[src/rtl/parking_gate_ctrl.sv]
// Entrance barrier controller: open/hold/close sequencing, occupancy count, full flag, deny alarm.
// Moore outputs one cycle after the input edge; no backpressure, pulses are consumed in the cycle they arrive.
module parking_gate_ctrl #(
    parameter int OPEN_TICKS = 8,
    parameter int HOLD_TICKS = 16,
    parameter int CAPACITY   = 7,
    parameter int CNT_W      = 3
) (
    input  logic             clk,
    input  logic             reset,
    input  logic             grant_in,
    input  logic             deny_in,
    input  logic             car_passed,
    input  logic             obstruction,
    input  logic             exit_event,
    output logic             motor_open,
    output logic             motor_close,
    output logic             gate_open,
    output logic             full,
    output logic [CNT_W-1:0] occupancy,
    output logic             alarm
);

    localparam int MAX_TICKS = (OPEN_TICKS > HOLD_TICKS) ? OPEN_TICKS : HOLD_TICKS;
    localparam int TMR_W     = $clog2(MAX_TICKS + 1);
    localparam logic [TMR_W-1:0] OPEN_LOAD = TMR_W'(OPEN_TICKS - 1);
    localparam logic [TMR_W-1:0] HOLD_LOAD = TMR_W'(HOLD_TICKS - 1);
    localparam logic [CNT_W-1:0] CAP       = CNT_W'(CAPACITY);

    typedef enum logic [1:0] {
        ST_CLOSED,
        ST_OPENING,
        ST_OPEN,
        ST_CLOSING
    } state_e;

    state_e           state_q, state_d;
    logic [TMR_W-1:0] timer_q, timer_d;
    logic [CNT_W-1:0] occupancy_q, occupancy_d;
    logic [1:0]       deny_cnt_q, deny_cnt_d;
    logic             alarm_q, alarm_d;
    logic             grant_q, grant_d;
    logic             deny_q, deny_d;

    logic grant_rise;
    logic deny_rise;
    logic car_count;

    assign grant_rise = grant_in & ~grant_q;
    assign deny_rise  = deny_in & ~deny_q;
    assign grant_d    = grant_in;
    assign deny_d     = deny_in;

    always_comb begin
        state_d   = state_q;
        timer_d   = timer_q;
        car_count = 1'b0;
        case (state_q)
            ST_CLOSED: begin
                if (grant_rise && !full) begin
                    state_d = ST_OPENING;
                    timer_d = OPEN_LOAD;
                end
            end
            ST_OPENING: begin
                if (timer_q == '0) begin
                    state_d = ST_OPEN;
                    timer_d = HOLD_LOAD;
                end else begin
                    timer_d = timer_q - TMR_W'(1);
                end
            end
            ST_OPEN: begin
                // A car seen on the last hold cycle still counts.
                if (car_passed) begin
                    state_d   = ST_CLOSING;
                    timer_d   = OPEN_LOAD;
                    car_count = 1'b1;
                end else if (timer_q == '0) begin
                    state_d = ST_CLOSING;
                    timer_d = OPEN_LOAD;
                end else begin
                    timer_d = timer_q - TMR_W'(1);
                end
            end
            ST_CLOSING: begin
                if (obstruction) begin
                    state_d = ST_OPENING;
                    timer_d = OPEN_LOAD;
                end else if (timer_q == '0) begin
                    state_d = ST_CLOSED;
                    timer_d = '0;
                end else begin
                    timer_d = timer_q - TMR_W'(1);
                end
            end
            default: begin
                state_d = ST_CLOSED;
                timer_d = '0;
            end
        endcase
    end

    always_comb begin
        occupancy_d = occupancy_q;
        // Simultaneous entry and exit cancel, even at either saturation bound.
        if (car_count && exit_event) begin
            occupancy_d = occupancy_q;
        end else if (car_count) begin
            if (occupancy_q != CAP) occupancy_d = occupancy_q + CNT_W'(1);
        end else if (exit_event) begin
            if (occupancy_q != '0) occupancy_d = occupancy_q - CNT_W'(1);
        end
    end

    always_comb begin
        deny_cnt_d = deny_cnt_q;
        if (grant_rise) begin
            deny_cnt_d = 2'd0;
        end else if (deny_rise && deny_cnt_q != 2'd3) begin
            deny_cnt_d = deny_cnt_q + 2'd1;
        end
        alarm_d = (deny_cnt_d == 2'd3);
    end

    always_ff @(posedge clk) begin
        if (reset) begin
            state_q     <= ST_CLOSED;
            timer_q     <= '0;
            occupancy_q <= '0;
            deny_cnt_q  <= 2'd0;
            alarm_q     <= 1'b0;
            grant_q     <= 1'b0;
            deny_q      <= 1'b0;
        end else begin
            state_q     <= state_d;
            timer_q     <= timer_d;
            occupancy_q <= occupancy_d;
            deny_cnt_q  <= deny_cnt_d;
            alarm_q     <= alarm_d;
            grant_q     <= grant_d;
            deny_q      <= deny_d;
        end
    end

    assign motor_open  = (state_q == ST_OPENING);
    assign motor_close = (state_q == ST_CLOSING);
    assign gate_open   = (state_q == ST_OPEN);
    assign full        = (occupancy_q == CAP);
    assign occupancy   = occupancy_q;
    assign alarm       = alarm_q;

endmodule

[config.mk]
export PLATFORM = sky130hd
export DESIGN_NAME = parking_gate_ctrl
export DESIGN_NICKNAME = d
export VERILOG_FILES = /design/src/rtl/parking_gate_ctrl.sv
export SDC_FILE = /design/constraint.sdc
export NUM_CORES = 1
export LEC_CHECK = 0
export ABC_CLOCK_PERIOD_IN_PS = 2100
export BUFFER_PORTS_ARGS = -buffer_cell sky130_fd_sc_hd__buf_2
export CAP_MARGIN = 20
export CELL_PAD_IN_SITES_DETAIL_PLACEMENT = 1
export CELL_PAD_IN_SITES_GLOBAL_PLACEMENT = 1
export CORE_AREA = 3 3 52 54
export DETAILED_ROUTE_END_ITERATION = 7
export DIE_AREA = 0 0 55 57
export PLACE_DENSITY = 0.74
export SYNTH_ARGS = -nofsm -noshare
export SYNTH_HDL_FRONTEND = slang
export SYNTH_SLANG_ARGS = --single-unit
[constraint.sdc]
create_clock -name clk -period 2.1 [get_ports clk]
set_clock_uncertainty 0.05 [all_clocks]
set_input_delay 0.315 -clock clk [delete_from_list [all_inputs] [get_ports clk]]
set_output_delay 0.315 -clock clk [all_outputs]
set_load 0.05 [all_outputs]
==> results of run 1 <==
-- critical path, cell delays in order (launching register included) --
cell and delay [ns]:
dfxtp_1 0.36, inv_1 0.17, ha_4 0.20, nand2_1 0.10
fa_1 0.39, xnor2_1 0.15, or3_1 0.31, a21oi_1 0.16
-- timing repair --
| item | CTS | global route |
|---|---|---|
| resized for setup | 0 | 1 |
| setup endpoints to repair | 0 | 1 |
| setup buffers | 0 | 0 |
-- path summary, 6_finish.rpt --
path	start	to
setup / recovery	state_q[0]	occupancy[2]
hold / removal	deny_in	deny_q
setup reg to reg	state_q[0]	occupancy[2]
hold reg to reg	timer_q[1]	timer_q[1]
-- state kept, by name, indices dropped and copies added, names as in the netlist --
| signal | flops |
|---|---|
| deny_q | 1 |
| deny_cnt_q | 2 |
| alarm | 1 |
| occupancy | 3 |
| timer_q | 5 |
| state_q | 2 |
| grant_q | 1 |
-- metal layers --
layer	vias up	routed length, microns	global-route usage (%)
met5	-	0	0
met4	0	0	1.042
met3	0	64	4.700
met2	11	1151	25.17
met1	375	965	18.81
li1	388	-	-
-- through the flow --
step / util (%) / hold slack (ns) / power, mW
after floorplan: - / 0.3366 / 1.250
after global routing: 46.23 / 0.2292 / 1.784
final: 46.23 / 0.2032 / 1.655
after detailed placement: 44.56 / 0.4713 / 1.486
after global placement: 44.56 / 0.4484 / 1.448
after CTS: 45.78 / 0.2024 / 1.655
-- cells by family (layout without fill, tap and decap cells) --
| family | after synthesis | in the layout | synth area share [%] |
|---|---|---|---|
| mux | 2 | 2 | 2.195 |
| fa+ha+maj | 9 | 9 | 13.17 |
| buf+inv | 9 | 25 | 4.527 |
| xor+xnor | 4 | 4 | 3.842 |
| compound gates | 28 | 28 | 22.91 |
| flops | 15 | 15 | 32.92 |
| simple gates | 32 | 32 | 20.44 |
-- synthesized netlist by cell type, types with 2 or more instances --
| cell | n | area, sq um |
|---|---|---|
| inv_1 | 7 | 26.28 |
| nor3b_1 | 2 | 15.01 |
| o21a_1 | 4 | 30.03 |
| xnor2_1 | 3 | 26.28 |
| a221oi_1 | 2 | 17.52 |
| o21ai_0 | 3 | 15.01 |
| ha_1 | 8 | 100.1 |
| dfxtp_1 | 15 | 300.3 |
| o22ai_1 | 2 | 12.51 |
| nand2b_1 | 4 | 25.02 |
| o21ai_1 | 2 | 10.01 |
| mux2i_1 | 2 | 20.02 |
| nand3b_1 | 2 | 15.01 |
| nor2b_1 | 3 | 18.77 |
| nand2_1 | 3 | 11.26 |
| nor3_1 | 4 | 20.02 |
| nor2_1 | 9 | 33.78 |
| a21oi_1 | 5 | 25.02 |
-- area by class of cell --
class / count / area [sq um]
fillers: 276 / 1212
multi-input cells: 75 / 583.1
flip-flops and latches: 15 / 300.3
repair buffers: 14 / 70.07
well taps: 28 / 35.03
inverters: 7 / 26.28
clock buffers: 3 / 22.52
clock inverters: 1 / 5.005
-- report_power, final --
part,total (mW),switching [mW],internal (mW)
Clock,0.165,0.0945,0.0706
Combinational,1.02,0.624,0.399
Sequential,0.467,0.101,0.366
==> metrics.md, run 1 <==
| Metric | Value |
|---|---|
| Slew HR | `65.24%` |
| Post-synth ARST share | `0%` |
| Maximum vdd drop | `0.0007508 V` |
| Setup slack, reg-to-reg | `0.15 ns` |
| DP Wirelength | `1.727 mm` |
| Element type at the critical path start | `register` |
| Drt total wl | `2.181 mm` |
| Maximum clock rate | `0.5126 GHz` |
| H-tree Lvls | `1` |
| Vias | `774` |
| CTS Root Cell | `clkbuf_4` |
| WL/cell | `15.25 microns` |
| CTS tree | `built` |
| Vias in the first global route | `789` |
| Minimum clock period | `1.951 ns` |
| Primary FF master, synth | `dfxtp_1` |
| Final GP Congestion | `0.7287` |
| Core region area | `2255 sq um` |
| Vias per inst | `5.413` |
| Commonest non-fill, non-tap cell in the layout | `dfxtp_1` |
| Sink Count | `15` |
| Max cap viols | `0` |
| Worst Max-Slew Pin Slew | `0.5179 ns` |
| First-pass GRT wire length | `3.525 mm` |
| Period utilization | `92.90%` |
| CP max FO | `7` |
| Synthesis-stage register bit count | `15` |
| Max clock buf depth | `2` |
| Status | `finished, final reports clean` |
| Design area | `1042 sq um` |
| Initial Util | `40.46%` |
| Clk Latency, worst-skew pair | `0.28 ns` |
| Hold Buf Count CTS | `0` |
| Die Area | `3135 sq um` |
| Finished Layout Cells | `143` |
| Clock transition at the registers of the reported paths | `0.09 ns` |
| Die Height | `57 microns` |
| Final number of max-transition violations | `0` |
| Crit path DAT | `2.11 ns` |
| Inst Count DP | `139` |
| Critical Path End Type | `register` |
| Grt total ovfl | `0` |
| Setup WS post-layout | `0.1490 ns` |
| Kind of critical path | `reg -> reg` |
| 1st-iter DRT viols | `5` |
| DRC Markers | `0` |
| Antenna violations before repair | `0` |
| Nets | `132` |
| All-layer global routing usage | `14.80%` |
| Syn Nets | `115` |
| Worst Hold Depth | `2` |
| Post-synth cell types | `37` |
| Port bufs | `14` |
| Min-Delay Path Class | `in -> reg` |
| TritonRoute pass-1 iters | `3` |
| Final hold violation count | `0` |
| Post-Synthesis Cells | `99` |
| Share of cells above drive strength 1 | `20.00%` |
| RSZ-0062 raised after global routing | `false` |
| Diode count | `0` |
| Layout Area Growth over Synthesis | `14.27%` |
| Commonest cells after routing, fill and taps aside | `15 x dfxtp_1, 14 x buf_2, 9 x nor2_1` |
| Post-Place Setup Slack | `0.1254 ns` |
| # rows | `17` |
| DIE WIDTH | `55 microns` |
| Sequential area share after synthesis | `32.92%` |
| Pleak | `0.4272 nW` |
| Final antenna-violating net count | `0` |
| Warning count from the yosys run | `0` |
| Worst EP required | `2.26 ns` |
| I/O pins | `15` |
| Endpoints failing setup | `0` |
| Setup_tns | `0 ns` |
| Num CTS Buffers | `3` |
| Pwr per Cell Area | `1588 nW/um^2` |
| R2R cell count | `7` |
| Synth Area per Inst | `9.213 sq um` |
| Synthesized area | `912.1 sq um` |
| Number of synthesized flops with an enable pin | `0` |
| Largest net degree at the start of global routing | `16` |
| Placed inst area | `1005 sq um` |
No activity file was read; power rests on OpenSTA's default activity.
==> inputs of run 2 (changes only) <==
- CORE_AREA: 3 3 52 54 -> 3 3 51 53
- CTS_BUF_LIST: default -> sky130_fd_sc_hd__clkbuf_8
- DIE_AREA: 0 0 55 57 -> 0 0 54 56
==> run 2 against run 1 <==
Net effect: hold slack gained 0.042 ns; largest cell class unchanged; final area grew 1.8%; critical path depth is the same; critical endpoint unchanged; core utilization grew 2.2 points; first-iteration DRC count shrank 40%; highest routed layer is now met4; register-to-register slack gained 0.04 ns; flip-flop and latch count is the same; wire length shrank 5.4%; die area shrank 3.5%.
==> metrics.md, run 2 (synthesis gave the netlist of run 1 again) <==
| Metric | Value |
|---|---|
| Max FFs per register | `5` |
| Worst Max-Slew Pin Slew | `0.5083 ns` |
| Port bufs | `14` |
| Finished Layout Cells | `143` |
| Worst Hold Depth | `2` |
| CTS Root Cell | `clkbuf_8` |
| Max clock buf depth | `2` |
| Area of the multi-input gates | `583.1 sq um` |
| Final core occ | `48.43%` |
| Critical R2R Capture | `occupancy[2]` |
| Period utilization | `91.09%` |
| Hold Buf Count CTS | `0` |
| Max cap viols | `0` |
| Largest net degree at the start of global routing | `16` |
| HP Start | `deny_in` |
| First-pass GRT wire length | `3.788 mm` |
| Clock transition at the registers of the reported paths | `0.06 ns` |
| All-layer global routing usage | `17.05%` |
| Final number of max-transition violations | `0` |
| Final antenna-violating net count | `0` |
| Nets | `132` |
| Min-Delay Path Class | `in -> reg` |
| Num CTS Buffers | `3` |
| Core region area | `2191 sq um` |
| TritonRoute pass-1 iters | `2` |
| Grt total ovfl | `0` |
| Vias per inst | `5.434` |
| Inst Count DP | `139` |
| Final hold violation count | `0` |
| Worst EP required | `2.24 ns` |
| Vias | `777` |
| Worst r2r src | `state_q[0]` |
| DP Wirelength | `1.606 mm` |
| Final GP Congestion | `0.7024` |
| Setup_tns | `0 ns` |
| Kind of critical path | `reg -> reg` |
| Initial Util | `41.63%` |
| DRC Markers | `0` |
| Setup slack, reg-to-reg | `0.19 ns` |
| WL/cell | `14.43 microns` |
| Die Height | `56 microns` |
| H-tree Lvls | `1` |
| Commonest cells after routing, fill and taps aside | `15 x dfxtp_1, 14 x buf_2, 9 x nor2_1` |
| Endpoints failing setup | `0` |
| Critical Path End Type | `register` |
| Element type at the critical path start | `register` |
| Hold endpoint | `deny_q` |
| R2R cell count | `7` |
| Pleak | `0.4350 nW` |
| Biggest register | `timer_q` |
| Antenna violations before repair | `0` |
| Vias in the first global route | `840` |
| Layout Area Growth over Synthesis | `16.32%` |
| Status | `finished, final reports clean` |
| CP max FO | `7` |
| Pwr per Cell Area | `1607 nW/um^2` |
| CTS tree | `built` |
| 1st-iter DRT viols | `3` |
| # rows | `17` |
| Maximum vdd drop | `0.0008100 V` |
| Crit path DAT | `2.05 ns` |
| Filler cells | `258` |
| RSZ-0062 raised after global routing | `false` |
| Drt total wl | `2.064 mm` |
| Minimum clock period | `1.913 ns` |
| I/O pins | `15` |
| Diode count | `0` |
| DIE WIDTH | `54 microns` |
| FF/Latch Area | `300.3 sq um` |
| Share of cells above drive strength 1 | `20.00%` |
| Clk Latency, worst-skew pair | `0.25 ns` |
| Commonest non-fill, non-tap cell in the layout | `dfxtp_1` |
| Die Area | `3024 sq um` |
| Power consumption | `1.705 mW` |
| Sink Count | `15` |
| Slew HR | `65.89%` |
| Maximum clock rate | `0.5228 GHz` |
==> run 2: worst max path at each step <==
stage                           from           end  slack (ns)  cells past startpoint
after detailed placement  state_q[0]  occupancy[2]        0.14                      7
after floorplan           state_q[0]  occupancy[2]        0.06                      7
after CTS                 state_q[0]  occupancy[2]        0.12                      7
after global placement    state_q[0]  occupancy[2]        0.25                      7
after global routing      state_q[0]  occupancy[2]        0.05                      7
final                     state_q[0]  occupancy[2]        0.19                      7
==> run 2: area by class of cell <==
cell class	instances	area share [%]
Clock buffer	3	3.892
Clock inverter	1	0.4717
Inverter	7	2.476
Multi-Input combinational cell	75	54.95
Sequential cell	15	28.30
Tap cell	28	3.302
Timing Repair Buffer	14	6.604
==> run 2: critical path, stage by stage (launching register included) <==
cell and delay, ns:
dfxtp_1 0.34, inv_1 0.18, ha_4 0.20, nand2_1 0.10, fa_1 0.39, xnor2_1 0.15
or3_1 0.31, a21oi_1 0.14
==> run 2: repair_timing <==
action                                 in CTS  in global routing
resized for setup                           0                  1
endpoints found under the hold margin       0                  0
setup endpoints to repair                   0                  1
buffers inserted                            0                  0
==> run 2: stage by stage <==
| step | setup slack (ns) | hold slack [ns] | instance area [sq um] |
|---|---|---|---|
| final | 0.1871 | 0.2449 | 1061 |
| after global routing | 0.04586 | 0.2647 | 1061 |
| after CTS | 0.1183 | 0.2493 | 1051 |
| after detailed placement | 0.1373 | 0.4702 | 1005 |
| after global placement | 0.2481 | 0.4480 | 1005 |
| after floorplan | 0.06464 | 0.3366 | 914.6 |
==> run 2: power breakdown <==
| group | internal [mW] | switching [mW] |
|---|---|---|
| clock | 0.132 | 0.106 |
| combinational | 0.394 | 0.610 |
| sequential | 0.367 | 0.0961 |
| total | 0.893 | 0.812 |
==> run 2: layer usage <==
layer	track usage (%)	wire, microns
met3	4.290	72
met5	0	0
met4	7.117	38
met2	27.34	1041
met1	21.01	912
==> inputs of run 3 (changes only) <==
- ABC_AREA: default -> 1
- CORE_AREA: 3 3 51 53 -> 3 3 53 55
- DIE_AREA: 0 0 54 56 -> 0 0 56 58
- PLACE_DENSITY: 0.74 -> 0.75
==> run 3 against run 2 <==
Net effect: sequential share of layout area shrank 1.0 points; largest cell class unchanged; wire length up 4.6%; largest power group unchanged; register-to-register slack better by 0.09 ns; sequential power increased by 2%; clock-buffer cell count stayed put; final cell count rose by 27%; first-iteration DRC count rose to 4.7 times the previous value; flip-flop and latch count unchanged.
==> metrics.md, run 3 <==
| Metric | Value |
|---|---|
| Post-synth top area share | `31.58%` |
| Pwr per Cell Area | `1575 nW/um^2` |
| Sink Count | `15` |
| Number of synthesized flops with an enable pin | `0` |
| Period utilization | `86.87%` |
| RSZ-0062 raised after global routing | `false` |
| DP Wirelength | `1.806 mm` |
| Synthesized area | `950.9 sq um` |
| Maximum clock rate | `0.5482 GHz` |
| Max FFs per register | `5` |
| Vias per inst | `4.824` |
| Finished Layout Cells | `182` |
| Filler cells | `335` |
| Critical Path End Type | `register` |
| Primary FF master, synth | `dfxtp_1` |
| Antenna violations before repair | `0` |
| Maximum vdd drop | `0.0006606 V` |
| Final number of max-transition violations | `0` |
| Setup Fix Bufs, Post-CTS | `0` |
| Diode count | `0` |
| Max cap viols | `0` |
| Share of cells above drive strength 1 | `21.71%` |
| Pleak | `0.5703 nW` |
| Min-Delay Path Class | `in -> reg` |
| Top Layer Used | `met4` |
| Clk Latency, worst-skew pair | `0.24 ns` |
| Post-synth cell types | `25` |
| Synthesis-stage register bit count | `15` |
| Num CTS Buffers | `3` |
| Commonest cells after routing, fill and taps aside | `29 x nand2_1, 22 x inv_1, 15 x dfxtp_1` |
| Status | `finished, final reports clean` |
| Initial Util | `39.09%` |
| Post-Synthesis Cells | `135` |
| Crit-path cells | `inv_1 > ha_1 > nand2_2 > fa_1 > xor2_1 > nand3_1 > nand2_1 > nor2_1` |
| Met1 WL | `1.056 mm` |
| Synth area leaders | `dfxtp_1 32%, nand2_1 11%, ha_1 11%` |
| DRC Markers | `0` |
| Drt total wl | `2.158 mm` |
| Commonest non-fill, non-tap cell in the layout | `nand2_1` |
| Clock transition at the registers of the reported paths | `0.07 ns` |
| Sequential area share after synthesis | `31.58%` |
| Hold Buf Count CTS | `0` |
| Grt total ovfl | `0` |
| Max clock buf depth | `2` |
| Warning count from the yosys run | `0` |
| I/O pins | `15` |
| All-layer global routing usage | `14.97%` |
| Worst Max-Slew Pin Slew | `0.2527 ns` |
| Count leader, synth | `nand2_1` |
| Vias in the first global route | `933` |
| Vias | `878` |
| H-tree Lvls | `1` |
| Worst hold margin | `0.2310 ns` |
| Nets | `169` |
| Element type at the critical path start | `register` |
| CTS resizes | `0` |
| Commonest cells in the netlist | `29 x nand2_1, 22 x inv_1, 15 x dfxtp_1, 14 x nor2_1, 9 x a21oi_1` |
| Kind of critical path | `reg -> reg` |
| Die Height | `58 microns` |
| Die Area | `3248 sq um` |
| WL/cell | `11.86 microns` |
| Layout Area Growth over Synthesis | `15.79%` |
| CP max FO | `5` |
| Met2 WL | `1.036 mm` |
| Final core occ | `45.27%` |
| Final hold violation count | `0` |
| First-pass GRT wire length | `3.953 mm` |
| Syn Nets | `151` |
| # rows | `18` |
| Final GP Congestion | `0.7826` |
| Slowest Stage Delay on Critical Path | `0.38 ns` |
| Inst Count DP | `178` |
| Biggest register | `timer_q` |
| Largest net degree at the start of global routing | `10` |
| 1st-iter DRT viols | `14` |
| Port bufs | `14` |
| Core region area | `2432 sq um` |
| CTS tree | `built` |
| Slew HR | `83.27%` |
| Post-synth ARST share | `0%` |
| Crit path DAT | `1.91 ns` |
| Endpoints failing setup | `0` |
| Dominant cell type by area after synthesis | `dfxtp_1` |
| Worst EP required | `2.18 ns` |
| TritonRoute pass-1 iters | `3` |
| DIE WIDTH | `56 microns` |
| Minimum clock period | `1.824 ns` |
| Setup_tns | `0 ns` |
| Final antenna-violating net count | `0` |
| Met3 WL | `48 microns` |
| Slowest CP cell | `fa_1` |
| Synth Area per Inst | `7.044 sq um` |
| CTS Root Cell | `clkbuf_8` |
-- run 3: cell count changes in the layout (fill, tap and decap cells not counted), sizes merged, moves of 3 or more --
cell,delta
a21oi,+5
nand3,+10
nand2b,-4
inv,+16
xnor2,-3
o21a,-5
nor2,+8
nor2b,-3
nand2,+32
nor3,-3
-- run 3: final cells by class --
type	count	area [sq um]	share of cell area, %
Clock inverter	1	5.005	0.4545
Multi-Input combinational cell	96	560.5	50.91
Timing Repair Buffer	14	70.07	6.364
Sequential cell	15	300.3	27.27
Tap cell	30	37.54	3.409
Clock buffer	3	41.29	3.750
Inverter	23	86.33	7.841
-- run 3: where the power goes --
part	total, mW	switching [mW]	leakage (nW)	internal (mW)
sequential	0.473	0.101	0.124	0.371
combinational	1.03	0.695	0.421	0.333
clock	0.234	0.103	0.0255	0.131
-- run 3: per-stage QoR --
stage	power [mW]	setup WS [ns]	instance area (sq um)
final	1.735	0.2758	1101
after global placement	1.474	0.3853	1055
after CTS	1.764	0.2691	1101
after detailed placement	1.523	0.2883	1055
after global routing	1.916	0.1312	1101
after floorplan	1.294	0.02016	950.9
-- run 3: kinds of logic after synthesis --
group	count (synthesis)	share of synthesized area, %
AO/OA/AOI/OAI	18	10.53
adder cells (fa/ha/maj)	9	12.63
AND/OR/NAND/NOR	67	33.95
buffers and inverters	24	9.473
XOR/XNOR	2	1.842
flip-flops	15	31.58
-- run 3: worst paths after layout --
path	depth (start not counted)	endpoint	slack, ns	startpoint
worst max-delay path	8	occupancy[2]	0.28	state_q[0]
worst max register to register	8	occupancy[2]	0.28	state_q[0]
worst min-delay path	3	deny_q	0.23	deny_in
worst min register to register	2	state_q[1]	0.48	state_q[1]
-- run 3: worst max-delay path, delay by kind of cell (launching register included) --
| kind | cells | cell delay, ns |
|---|---|---|
| flops | 1 | 0.34 |
| xor+xnor | 1 | 0.22 |
| simple gates | 4 | 0.32 |
| fa+ha+maj | 2 | 0.63 |
| buf+inv | 1 | 0.15 |
-- run 3: routing by layer --
| layer | vias to the layer above | track usage (%) |
|---|---|---|
| li1 | 458 | - |
| met3 | 2 | 2.004 |
| met5 | - | 0 |
| met1 | 408 | 18.56 |
| met4 | 0 | 4.068 |
| met2 | 10 | 27.21 |
